$ cat config.mk
export PLATFORM = sky130hd
export DESIGN_NAME = data_assembly_register
export DESIGN_NICKNAME = d
export VERILOG_FILES = /design/src/rtl/data_assembly_register.sv
export SDC_FILE = /design/constraint.sdc
export NUM_CORES = 1
export LEC_CHECK = 0
export CAP_MARGIN = 20
export CORE_UTILIZATION = 50
export CTS_CLUSTER_DIAMETER = 120
export CTS_CLUSTER_SIZE = 12
export DETAILED_ROUTE_END_ITERATION = 12
export PLACE_DENSITY = 0.77
export SLEW_MARGIN = 5
export SYNTH_ARGS = -nofsm -noshare
export SYNTH_HDL_FRONTEND = slang
export SYNTH_SLANG_ARGS = --single-unit
export TNS_END_PERCENT = 10
$ cat constraint.sdc
create_clock -name Clock -period 2.35 [get_ports Clock]
set_input_delay 0.47 -clock Clock [delete_from_list [all_inputs] [get_ports Clock]]
set_output_delay 0.47 -clock Clock [all_outputs]
set_load 0.01 [all_outputs]
$ cat src/rtl/data_assembly_register.sv
// WIDTH-bit operand register fed one byte at a time: single-shot loads/shifts plus a
// counted little-endian assembly mode. Define DR_PARITY_EN to add the per-lane Parity output.
module data_assembly_register #(
  parameter int unsigned WIDTH = 32,
  parameter int unsigned CW    = $clog2(WIDTH/8 + 1)
) (
  input  logic             Clock,
  input  logic             Reset,
  input  logic [7:0]       I,
  input  logic [2:0]       FunSel,
  input  logic             E,
  input  logic [CW-1:0]    Len,
  input  logic             Sext,
  output logic [WIDTH-1:0] DROut,
  output logic [CW-1:0]    Count,
  output logic             Busy,
  output logic             Done,
  output logic             Err
`ifdef DR_PARITY_EN
  ,
  output logic [WIDTH/8-1:0] Parity
`endif
);

  localparam int unsigned NBYTES = WIDTH / 8;

  typedef enum logic [2:0] {
    OP_HOLD   = 3'b000,
    OP_SLOAD  = 3'b001,
    OP_ZLOAD  = 3'b010,
    OP_SHL    = 3'b011,
    OP_SHR    = 3'b100,
    OP_START  = 3'b101,
    OP_APPEND = 3'b110,
    OP_CLEAR  = 3'b111
  } op_e;

  op_e op;
  assign op = op_e'(FunSel);

  logic [WIDTH-1:0] dr_q, dr_d;
  logic [CW-1:0]    count_q, count_d, len_q, len_d;
  logic             busy_q, busy_d, sext_q, sext_d;
  logic             done_q, done_d, err_q, err_d;
  logic             len_ok, last_byte;

  // Writes byte b into lane idx and refills every lane above it with the extension of b.
  function automatic logic [WIDTH-1:0] place(input logic [WIDTH-1:0] base,
                                             input int unsigned idx,
                                             input logic [7:0] b,
                                             input logic ext);
    logic [WIDTH-1:0] r;
    r = base;
    for (int unsigned k = 0; k < NBYTES; k++) begin
      if (k == idx)     r[8*k +: 8] = b;
      else if (k > idx) r[8*k +: 8] = {8{ext & b[7]}};
    end
    return r;
  endfunction

  assign len_ok    = (Len != '0) && (Len <= CW'(NBYTES));
  assign last_byte = ((count_q + CW'(1)) == len_q);

  always_comb begin
    dr_d    = dr_q;
    count_d = count_q;
    busy_d  = busy_q;
    len_d   = len_q;
    sext_d  = sext_q;
    done_d  = 1'b0;
    err_d   = 1'b0;
    if (E) begin
      unique case (op)
        OP_HOLD:  ;
        OP_SLOAD: dr_d = {{(WIDTH-8){I[7]}}, I};
        OP_ZLOAD: dr_d = {{(WIDTH-8){1'b0}}, I};
        OP_SHL:   dr_d = {dr_q[WIDTH-9:0], I};
        OP_SHR:   dr_d = {I, dr_q[WIDTH-1:8]};
        OP_START: begin
          if (len_ok) begin
            len_d   = Len;
            sext_d  = Sext;
            dr_d    = place('0, 0, I, Sext);
            count_d = CW'(1);
            busy_d  = (Len != CW'(1));
            done_d  = (Len == CW'(1));
          end else begin
            err_d = 1'b1;
          end
        end
        OP_APPEND: begin
          if (busy_q) begin
            dr_d    = place(dr_q, 32'(count_q), I, sext_q);
            count_d = count_q + CW'(1);
            busy_d  = !last_byte;
            done_d  = last_byte;
          end else begin
            err_d = 1'b1;
          end
        end
        OP_CLEAR: begin
          dr_d    = '0;
          count_d = '0;
          busy_d  = 1'b0;
        end
        default: ;
      endcase
      // Plain loads/shifts issued mid-assembly abandon it without reporting completion.
      if (busy_q && (op inside {OP_SLOAD, OP_ZLOAD, OP_SHL, OP_SHR})) begin
        busy_d  = 1'b0;
        count_d = '0;
      end
    end
  end

  always_ff @(posedge Clock or negedge Reset) begin
    if (!Reset) begin
      dr_q    <= '0;
      count_q <= '0;
      busy_q  <= 1'b0;
      len_q   <= '0;
      sext_q  <= 1'b0;
      done_q  <= 1'b0;
      err_q   <= 1'b0;
    end else begin
      dr_q    <= dr_d;
      count_q <= count_d;
      busy_q  <= busy_d;
      len_q   <= len_d;
      sext_q  <= sext_d;
      done_q  <= done_d;
      err_q   <= err_d;
    end
  end

  assign DROut = dr_q;
  assign Count = count_q;
  assign Busy  = busy_q;
  assign Done  = done_q;
  assign Err   = err_q;

`ifdef DR_PARITY_EN
  logic [NBYTES-1:0] parity_q, parity_d;

  always_comb begin
    parity_d = '0;
    for (int unsigned k = 0; k < NBYTES; k++) parity_d[k] = ^dr_d[8*k +: 8];
  end

  always_ff @(posedge Clock or negedge Reset) begin
    if (!Reset) parity_q <= '0;
    else        parity_q <= parity_d;
  end

  assign Parity = parity_q;
`endif

endmodule

==> flow_summary_export.csv <==
group,metric,value,unit
grt,grt_max_degree,33,
setup_path,cp-end-kind,"register",
power,p_comb_share,38.1,%
route,drt_wl_total,7183,um
synthesis,syn-num-nets,282,
clocking,cts_root_buf,"clkbuf_8",
synthesis,yosysWarnings,0,
grt,grt_antenna_before_repair,0,
sta,rsz0062_at_grt,"false",
clocking,cts_buffers,5,
sta,finalMaxSlewViolations,0,
route,via_per_inst,6.097,
synthesis,synth-seq-cells,42,
setup_path,required,2.54,ns
synthesis,seq_area_frac_synth,36.11,%
finish,n_antenna_cell,0,
power,p_seq_share,41.9,%
sta,finalCritPeriodShare,93.59,%
route,drc,0,
power,switching_share,31.46,%
synthesis,synthArstFlopShare,100.0,%
finish,mostFrequentLayoutCells,"clkdlybuf4s50_1, dfrtp_1, mux2_4",
route,drtPass1Iterations,4,
floorplanning,io_pins,56,
power,peakVddDrop,320.6,uV
setup_path,crit_fanout,8,
route,routedWlPerCell,17.87,um
finish,drive_gt1_share,23.94,%
clocking,cts.repair.resized,0,
sta,period_needed,2.199,ns
clocking,cts.sinks,42,
floorplanning,die_h,78.29,um
finish,final_common_cell,"clkdlybuf4s50_1",
synthesis,synth-edff-count,0,
finish,area_delta_synth_final,30.52,%
power,switchingPower,743.2,uW
route,initialDrtViolationCount,245,
placement,dp_hpwl,5159,um
clocking,cts_tree,"yes",
grt,grt_pass1_vias,2389,
clocking,clk_pin_slew,0.08,ns
route,via_count,2451,
placement,port_buffers,55,
sta,slew-limit-headroom,48.99,%
clocking,cts_htree_levels,2,
sta,setup_viol,0,
sta,timing.fmax,454.7,MHz
synthesis,avgSynthCellArea,11.15,sq um
power,internal_power,1.619,mW
grt,grt_pass1_wl,11940,um
floorplanning,fp.dieW,78.29,um
sta,tightest_slew,0.7627,ns
grt,grt_overflow_total,0,
grt,grt_usage,25.09,%
setup_path,worstSetupStartpointType,"input port",
floorplanning,dieArea,6129,sq um
clocking,holdBufCountCts,0,
finish,post-route-util,68.15,%
power,powerDensity,621.9,nW/um^2
floorplanning,start_util,52.21,%
synthesis,synthesis.area,2910,sq um
power,finalPower,2.362,mW
finish,fin_nets,352,
worst_hold_path,hp-class,"input port to async pin",
run_status,status,"finished, final reports clean",
sta,worst_clock_skew,0.008805,ns
setup_path,crit_type,"input port to register",
synthesis,synthCells,261,
floorplanning,coreArea,5574,sq um
setup_path,arrival,2.39,ns
floorplanning,num_rows,27,
placement,routabilityCongestion,0.8404,
power,power_frac_clock,20.0,%
sta,hold_violations,0,
route,ant_nets,0,
sta,hold_slack,0.08060,ns
clocking,clk_path_buf_depth,2,
run,maxCapViolations,0,
power,p_leak,1.667,nW
synthesis,yosys.cell_types.count,48,
clocking,clk-insertion-delay-late,0.30,ns
clocking,postCtsSetupBuffers,0,
synthesis,synthFlopType,"dfrtp_1",
flip-flops by register name, indices dropped and copies added, names as in the netlist:
name and count:
sext_q 1, Count 3, Err 1, Busy 1, Done 1, DROut 32
len_q 3
Yosys cell counts, drive strengths merged (2+ instances only):
master | instances | area, sq um
nand3b | 5 | 37.54
clkbuf | 12 | 46.29
xnor2 | 4 | 35.03
buf | 10 | 51.30
nand2 | 12 | 45.04
or3 | 2 | 17.52
ha | 3 | 37.54
mux2i | 21 | 210.2
o211ai | 21 | 157.7
inv | 5 | 18.77
dfrtp | 42 | 1051
nor3b | 4 | 30.03
nor2 | 4 | 15.01
nor3 | 3 | 48.80
a211o | 4 | 35.03
o21a | 2 | 15.01
a22oi | 21 | 157.7
o21ai | 11 | 55.05
o221ai | 2 | 35.04
nand3 | 6 | 30.03
a22o | 9 | 78.83
and3b | 2 | 21.27
a21oi | 6 | 41.29
nand4 | 3 | 18.77
mux2 | 33 | 491.7
final timing paths:
path | from | to | slack (ns) | depth (start not counted)
setup / recovery | FunSel[0] | DROut[25] | 0.15 | 5
max in group asynchronous | Reset | DROut[6] | 1.72 | 2
setup reg to reg | Count[0] | DROut[21] | 0.30 | 6
min in group Clock | sext_q | sext_q | 0.55 | 1
hold reg to reg | sext_q | sext_q | 0.55 | 1
hold / removal | Reset | DROut[27] | 0.08 | 1
kinds of logic (layout without fill, tap and decap cells):
logic type | after synthesis | after routing | synth area share (%)
AOI/OAI and AO/OA | 80 | 80 | 21.24
adders and majority gates | 3 | 3 | 1.290
DFF | 42 | 42 | 36.11
muxes | 54 | 54 | 24.12
xor gates and xnor gates | 6 | 6 | 2.278
buffers and inverters | 27 | 96 | 3.998
and+or+nand+nor | 49 | 49 | 10.96
power groups by stage:
| stage | clock [mW] | sequential (mW) | combinational [mW] |
|---|---|---|---|
| final | 0.473 | 0.989 | 0.900 |
| after global routing | 0.512 | 1.01 | 0.965 |
| after CTS | 0.475 | 0.990 | 0.905 |
| after detailed placement | 0 | 1.00 | 0.903 |
| after global placement | 0 | 0.997 | 0.884 |
| after floorplan | 0 | 1.02 | 0.451 |
metal layers:
metal | GRT usage, % | wire, um | share of wire, % | vias up
met5 | 0 | 0 | 0 | -
met4 | 7.778 | 103 | 1.4 | 0
met3 | 4.302 | 394 | 5.5 | 11
met2 | 42.46 | 3575 | 50 | 90
met1 | 32.64 | 3110 | 43 | 1206
li1 | - | - | - | 1144
layout make-up:
class	instances	area, sq um
multi-input cells	192	1748
fillers	435	1775
repair buffers	85	808.3
clock buffers	6	82.58
well taps	72	90.09
flip-flops and latches	42	1051
inverters	5	18.77
metrics by stage:
stage | TNS [ns] | worst slack, ns | cell area [sq um] | cells
final | 0 | 0.1507 | 3799 | 402
after global routing | 0 | 0.1005 | 3799 | 402
after CTS | 0 | 0.1673 | 3799 | 402
after detailed placement | -3.012 | -0.1526 | 3716 | 396
after global placement | -1.569 | -0.09255 | 3716 | 396
after floorplan | 0 | 0.4510 | 2910 | 261
critical path, stage by stage:
cell	delay, ns
clkdlybuf4s50_1	0.53
nand3b_1	0.21
o221ai_4	0.14
a211oi_4	0.68
mux2_4	0.36
Note: power is estimated with default switching activity, not from simulation.
